<file path="config.mk">
export PLATFORM = sky130hd
export DESIGN_NAME = prog_loader
export DESIGN_NICKNAME = d
export VERILOG_FILES = /design/src/rtl/prog_loader.sv
export SDC_FILE = /design/constraint.sdc
export NUM_CORES = 1
export LEC_CHECK = 0
export CORE_MARGIN = 2
export CORE_UTILIZATION = 56
export DETAILED_ROUTE_END_ITERATION = 6
export PLACE_DENSITY = 0.82
export SETUP_SLACK_MARGIN = 0.2
export SYNTH_ARGS = -nofsm -noshare
export SYNTH_HDL_FRONTEND = slang
export SYNTH_SLANG_ARGS = --single-unit
</file>
<file path="constraint.sdc">
create_clock -name clk -period 3.75 [get_ports clk]
set_input_delay 0.5625 -clock clk [delete_from_list [all_inputs] [get_ports clk]]
set_output_delay 0.5625 -clock clk [all_outputs]
set_load 0.01 [all_outputs]
</file>
<file path="src/rtl/prog_loader.sv">
`default_nettype none
// +----------------------------------------------------------------------+
// | Module   : prog_loader                                               |
// | Purpose  : Receives a byte-streamed program (count, words, optional  |
// |            checksum) and writes it to instruction memory while the   |
// |            CPU is held in reset.                                     |
// | Options  : PROG_LOADER_CHECKSUM_EN adds a trailing checksum byte.    |
// | Revision : 1.0 - initial release                                     |
// +----------------------------------------------------------------------+
module prog_loader #(
    parameter int unsigned MAX_WORDS = 256
) (
    input  logic        clk,
    input  logic        rst,
    input  logic        start,
    input  logic        rx_valid,
    input  logic [7:0]  rx_data,
    output logic        rx_ready,
    output logic [15:0] mem_addr,
    output logic [15:0] mem_wdata,
    output logic        mem_we,
    output logic        cpu_hold,
    output logic        busy,
    output logic        done,
    output logic        err
);

    localparam logic [2:0] c_IDLE    = 3'd0;
    localparam logic [2:0] c_CNT_LO  = 3'd1;
    localparam logic [2:0] c_CNT_HI  = 3'd2;
    localparam logic [2:0] c_DATA_LO = 3'd3;
    localparam logic [2:0] c_DATA_HI = 3'd4;
    localparam logic [2:0] c_FIN     = 3'd6;
`ifdef PROG_LOADER_CHECKSUM_EN
    localparam logic [2:0] c_CHK       = 3'd5;
    localparam logic [2:0] c_POST_DATA = c_CHK;
`else
    localparam logic [2:0] c_POST_DATA = c_FIN;
`endif

    logic [2:0]  r_state;
    logic [2:0]  w_next_state;
    logic [7:0]  r_lo_byte;
    logic [15:0] r_count;
    logic [15:0] r_index;
    logic [15:0] r_mem_addr;
    logic [15:0] r_mem_wdata;
    logic        r_mem_we;
    logic        r_err;
    logic [15:0] w_rx_word;
    logic        w_count_zero;
    logic        w_count_over;
    logic        w_last_word;
`ifdef PROG_LOADER_CHECKSUM_EN
    logic [7:0]  r_csum;
    logic        w_csum_ok;
`endif

    // The high byte on rx_data combined with the previously captured low byte.
    assign w_rx_word    = {rx_data, r_lo_byte};
    assign w_count_zero = (w_rx_word == 16'd0);
    assign w_count_over = (32'(w_rx_word) > MAX_WORDS);
    assign w_last_word  = ((r_index + 16'd1) == r_count);
`ifdef PROG_LOADER_CHECKSUM_EN
    assign w_csum_ok    = (rx_data == r_csum);
`endif

`ifdef PROG_LOADER_CHECKSUM_EN
    assign rx_ready = (r_state == c_CNT_LO)  || (r_state == c_CNT_HI) ||
                      (r_state == c_DATA_LO) || (r_state == c_DATA_HI) ||
                      (r_state == c_CHK);
`else
    assign rx_ready = (r_state == c_CNT_LO)  || (r_state == c_CNT_HI) ||
                      (r_state == c_DATA_LO) || (r_state == c_DATA_HI);
`endif

    assign busy      = (r_state != c_IDLE);
    assign cpu_hold  = busy;
    assign done      = (r_state == c_FIN);
    assign err       = r_err;
    assign mem_addr  = r_mem_addr;
    assign mem_wdata = r_mem_wdata;
    assign mem_we    = r_mem_we;

    always_ff @(posedge clk) begin
        if (rst) begin
            r_state <= c_IDLE;
        end else begin
            r_state <= w_next_state;
        end
    end

    // rx_ready is 1 in every receiving state, so rx_valid alone marks a transfer.
    always_comb begin
        w_next_state = r_state;
        case (r_state)
            c_IDLE: begin
                if (start) begin
                    w_next_state = c_CNT_LO;
                end
            end
            c_CNT_LO: begin
                if (rx_valid) begin
                    w_next_state = c_CNT_HI;
                end
            end
            c_CNT_HI: begin
                if (rx_valid) begin
                    if (w_count_zero) begin
                        w_next_state = c_POST_DATA;
                    end else if (w_count_over) begin
                        w_next_state = c_IDLE;
                    end else begin
                        w_next_state = c_DATA_LO;
                    end
                end
            end
            c_DATA_LO: begin
                if (rx_valid) begin
                    w_next_state = c_DATA_HI;
                end
            end
            c_DATA_HI: begin
                if (rx_valid) begin
                    w_next_state = w_last_word ? c_POST_DATA : c_DATA_LO;
                end
            end
`ifdef PROG_LOADER_CHECKSUM_EN
            c_CHK: begin
                if (rx_valid) begin
                    w_next_state = w_csum_ok ? c_FIN : c_IDLE;
                end
            end
`endif
            c_FIN: begin
                w_next_state = c_IDLE;
            end
            default: begin
                w_next_state = c_IDLE;
            end
        endcase
    end

    always_ff @(posedge clk) begin
        if (rst) begin
            r_lo_byte   <= 8'd0;
            r_count     <= 16'd0;
            r_index     <= 16'd0;
            r_mem_addr  <= 16'd0;
            r_mem_wdata <= 16'd0;
            r_mem_we    <= 1'b0;
            r_err       <= 1'b0;
`ifdef PROG_LOADER_CHECKSUM_EN
            r_csum      <= 8'd0;
`endif
        end else begin
            r_mem_we <= 1'b0;
            case (r_state)
                c_IDLE: begin
                    if (start) begin
                        r_err   <= 1'b0;
                        r_index <= 16'd0;
`ifdef PROG_LOADER_CHECKSUM_EN
                        r_csum  <= 8'd0;
`endif
                    end
                end
                c_CNT_LO, c_DATA_LO: begin
                    if (rx_valid) begin
                        r_lo_byte <= rx_data;
`ifdef PROG_LOADER_CHECKSUM_EN
                        r_csum    <= r_csum + rx_data;
`endif
                    end
                end
                c_CNT_HI: begin
                    if (rx_valid) begin
                        r_count <= w_rx_word;
                        r_index <= 16'd0;
                        if (w_count_over) begin
                            r_err <= 1'b1;
                        end
`ifdef PROG_LOADER_CHECKSUM_EN
                        r_csum  <= r_csum + rx_data;
`endif
                    end
                end
                c_DATA_HI: begin
                    if (rx_valid) begin
                        r_mem_addr  <= r_index;
                        r_mem_wdata <= w_rx_word;
                        r_mem_we    <= 1'b1;
                        r_index     <= r_index + 16'd1;
`ifdef PROG_LOADER_CHECKSUM_EN
                        r_csum      <= r_csum + rx_data;
`endif
                    end
                end
`ifdef PROG_LOADER_CHECKSUM_EN
                c_CHK: begin
                    if (rx_valid && !w_csum_ok) begin
                        r_err <= 1'b1;
                    end
                end
`endif
                default: begin
                end
            endcase
        end
    end

endmodule
`default_nettype wire

</file>
# Word level (Yosys, flattened, before mapping)

Index checks and enable logic that the tools add are counted.

Register bits: 77
Logic and storage cells: 57

Add/sub/neg operators: 1
Magnitude comparators: 1
Equality and inequality tests: 12
Muxes and demuxes: 18
Bitwise logic cells: 1
Reductions and logical operators: 16

Operator list:

| operator                | count |
|---|---|
| $mux W16                | 3 |
| $pmux W16 S3            | 1 |
| $mux W3                 | 7 |
| $add A16 B1 Y16 const B | 1 |
| $eq A16 B16 Y1          | 1 |
| $gt A16 B9 Y1 const B   | 1 |
| $logic_not A16 Y1       | 1 |
| $pmux W3 S5             | 1 |
| $ne A2 B2 Y1 const B    | 6 |
| $reduce_and A4 Y1       | 2 |
| $eq A3 B2 Y1 const B    | 2 |
| $eq A3 B3 Y1 const B    | 2 |
| $reduce_and A2 Y1       | 3 |
| $reduce_bool A3 Y1      | 2 |
| $reduce_and A5 Y1       | 1 |
| $mux W1                 | 4 |
| $reduce_or A2 Y1        | 2 |
| $eq A3 B1 Y1 const B    | 1 |
| $logic_not A3 Y1        | 1 |
| $logic_or A1 B1 Y1      | 3 |
| $mux W2                 | 1 |
| $pmux W1 S2             | 1 |
| $reduce_bool A2 Y1      | 1 |
| $not A1 Y1              | 1 |

# Logic depth before layout (Yosys ltp)

Word-level depth: 5
Mapped depth: 8
Depth with buffers taken out: 7

# Least setup slack after synthesis

OpenSTA, ideal clock, no wires.

Kind: register to register
Start: reg r_index[0]
End: reg r_state[0]
Library setup time: 129 ps
Data arrival time: 1846 ps
Data required time: 3621 ps
Path slack: 1775 ps
Cell stages (with the launch flop): 9
Buffers on the path: 1
Clock period less this slack: 1975 ps
Cells stage by stage: dfxtp_1 > ha_1 > nand3_1 > buf_2 > nor3_1 > xnor2_1 > nand4_1 > nor4_2 > a2bb2oi_1

Cells in the longest elaborated chain, start to end: 5

RTL lines:

| item                   | RTL line | text |
|---|---|---|
| from (decl)            | 45       | `logic [15:0] r_index;` |
| from (signal assigned) | 193      | `r_index <= r_index + 16'd1;` |
| $add A16 B1 Y16        | 63       | `assign w_last_word = ((r_index + 16'd1) == r_count);` |
| $eq A16 B16 Y1         | 63       |  |
| $mux W3                | 125      | `w_next_state = w_last_word ? c_POST_DATA : c_DATA_LO;` |
| $mux W3                | 124      | `if (rx_valid) begin` |
| $pmux W3 S5            | 96       | `case (r_state)` |
| to (signal assigned)   | 87       | `r_state <= c_IDLE;` |
| to (signal assigned)   | 89       | `r_state <= w_next_state;` |
| to (decl)              | 41       | `logic [2:0] r_state;` |

No other way between the ends. The select of a mux whose other input is x is not followed.
A chain may end at the register's enable or synchronous reset.

# Final worst setup path

Start: reg r_index[0]
End: reg r_state[2]

The elaborated chain is that of the path after synthesis.

==> impl_metrics.ini <==
[floorplan]
design.die.area_um2 = 7006
die_boundary_height_um = 83.70
die_width_um = 83.70
boundaryPins = 50
design.core.area_um2 = 6241
row_count = 29
floorplan.initialDensity = 0.5700

[drt]
dr.pass1.iters = 5
avgViaCountPerCell = 5.758
met1_length_mm = 3.665
met3RoutedLength_um = 399
top_layer = met4
drc = 0
route.detailed.wl_per_inst_um = 14.65
route.final.wire_length_mm = 8.363
vias = 3288
starting_drc_count_in_detailed_routing = 350
ant_nets = 0
detailroute.wirelength.met2_mm = 4.082

[sta]
final_max_slew_viol_count = 0
slew-limit-headroom = 0.4001
tns_ps = 0
period_needed_ps = 2610
timing_hold_violations_final = 0
fmax_mhz = 383.1
grt_setup_unrepaired = false
report.final.setup_viol = 0
worst_clock_skew_ps = 8.270
worst_slew_pin_slew_ps = 899.9
layout_worst_path_cycle_share = 0.6961

[final_layout]
final_net_count = 503
register_area_um2 = 1541
postLayoutCellArea_um2 = 4240
diodes = 0
area_occupied_by_multi_input_gates_um2 = 1857
share_of_cells_above_drive_strength_1 = 0.05668
area_added_between_synthesis_and_finish_pct = 19.21
final.fill_count = 524

[clock_network]
post-cts-setup-buffers = 0
clockBufferDepth = 2
ctsRootBufferMaster = clkbuf_8
clkSlewWorstSetupHoldPaths_ps = 80
post_cts_resize_count = 0
clock_tree_from_tritoncts = built
cts_hold_buf = 0
clkSinkCount = 77
tritoncts.num_buffers = 9
worstSkewPairLatency_ps = 360
htreeDepth = 3

[placed_design]
globalplace.congestion = 0.8598
place_area_um2 = 4018
port_buffers = 49
dp.final_hpwl_mm = 5.746

[pwr]
clk_network_pwr_share = 0.427
cell_internal_pwr_uw = 1259
p_seq_frac = 0.511
comb_power_share = 0.063
power.share.switching = 0.2313
power.static_leakage_uw = 0.001418
vdd_drop_max_mv = 0.2204
power_switching_uw = 378.8
power.density_nw_per_um2 = 386.2

[setup_path]
worstReg2RegStart = r_index[0]
cells_traversed_along_the_worst_timing_path = ha_1, nand3_1, nor3_1, xnor2_1, nand4_1, nor4_2, o2bb2ai_1
crit_buf_inv = 0
crit_path_end_kind = flop
crit_path_max_fanout = 11
worstPathRequired_ps = 4030
highest_delay_cell_along_the_critical_path = nor3_1
cp_top_family = simple AND/OR/NAND/NOR gates
worst_setup_path_start_kind = flop
cpPeakStageDelay_ps = 490
critical_path_arrival_ps = 2890
criticalPathCategory = reg2reg
startpoint = r_index[0]

[grt]
antenna_violations_before_repair = 0
grt.total_usage = 0.2439
global_route_wire_length_before_repair_mm = 13.77
via_count_of_the_first_global_routing_pass = 2908
globalRouteOverflowTotal = 0
grt_max_degree = 52

[job]
timing.max_cap.violations = 0

[yosys]
seq_area_frac_synth = 0.4333
post_synth_num_cell_types = 45
synth.ff_latch_count = 77
ys_async_sr_fraction = 0
synth_ff_type = dfxtp_1
mapped_cells = 463
synth-edff-count = 0
ys.warnings.count = 0
postSynthAreaPerCell_um2 = 7.683
syn_nets = 476
syn_area_um2 = 3557

[status]
run_status = finished, final reports clean

[min_path]
holdCritPathClass = reg2reg
worstHoldStart = mem_addr[3]
-- layer usage --
layer / GRT usage / vias to the layer above
met1: 0.3200 / 1546
met4: 0.1217 / 0
met3: 0.04055 / 19
li1: - / 1629
met5: 0 / -
met2: 0.3891 / 94
-- flip-flops by register name, summed over array words and instances (netlist names) --
| signal | flops |
|---|---|
| r_count | 16 |
| mem_addr | 16 |
| mem_wdata | 16 |
| r_lo_byte | 8 |
| mem_we | 1 |
| r_state | 3 |
| err | 1 |
| r_index | 16 |
-- path summary, 6_finish.rpt --
| kind | end | slack (ps) | depth (start not counted) |
|---|---|---|---|
| worst max register to register | r_state[2] | 1140 | 7 |
| worst max-delay path | r_state[2] | 1140 | 7 |
| worst min register to register | mem_addr[3] | 450 | 2 |
| worst min-delay path | mem_addr[3] | 450 | 2 |
-- logic make-up after synthesis --
logic type	after synthesis	synth area share
buffers and inverters	39	0.04608
xor gates and xnor gates	22	0.05417
adders and majority gates	1	0.003517
and+or+nand+nor	210	0.2712
DFF	77	0.4333
muxes	11	0.03095
AOI/OAI and AO/OA	103	0.1607
-- Yosys cell counts, types with 4 or more instances --
library cell | count | area share
nand2_1 | 111 | 0.12
dfxtp_1 | 77 | 0.43
a21oi_1 | 68 | 0.096
nor2_1 | 35 | 0.037
clkbuf_1 | 27 | 0.028
xnor2_1 | 18 | 0.044
o21ai_0 | 15 | 0.021
mux2i_1 | 11 | 0.031
nor3_1 | 9 | 0.013
buf_2 | 8 | 0.011
nand3_1 | 8 | 0.011
nand4_1 | 8 | 0.014
or3_1 | 7 | 0.012
and3_1 | 5 | 0.0088
a31oi_1 | 4 | 0.0070
nand3b_1 | 4 | 0.0084
nor4_1 | 4 | 0.0070
xor2_1 | 4 | 0.0098
-- stage by stage --
stage	cells	total power [uW]	setup WS (ps)	hold WS [ps]	utilization
3_5_place_dp	556	956.0	1059	445.9	0.6437
4_1_cts	571	1644	1160	457.2	0.6794
6_report	571	1638	1140	454.5	0.6794
3_3_place_gp	556	953.7	1072	441.7	0.6437
5_1_grt	571	1690	913.2	468.3	0.6794
2_1_floorplan	463	917.0	1775	447.8	-
-- cell usage in the layout, fill, tap and decap left out, drive strengths merged, types with 6 or more instances in the layout --
cell type / n
nand2: 111
dfxtp: 77
a21oi: 69
clkdlybuf4s50: 48
nor2: 35
xnor2: 18
o21ai: 15
mux2i: 11
clkbuf: 10
nor3: 9
nand3: 9
nand4: 8
or3: 7
nor4: 6
-- worst min-delay path, cell delays in order (launching register included) --
cell	delay, ps
dfxtp_1	310
nand2_1	50
a21oi_1	50
-- layout make-up --
cell class | count | share of cell area
Tap cell | 77 | 0.02272
Clock inverter | 5 | 0.02006
Multi-Input combinational cell | 347 | 0.4379
Clock buffer | 10 | 0.03246
Timing Repair Buffer | 53 | 0.1216
Inverter | 2 | 0.001770
Sequential cell | 77 | 0.3635
-- power groups by stage --
stage,Combinational (uW),Clock [uW],Sequential [uW]
after floorplan,67.5,0,850
after global placement,99.0,0,855
after detailed placement,101,0,855
after CTS,102,707,836
after global routing,111,741,837
final,102,699,836
(Power assumes the default switching activity.)
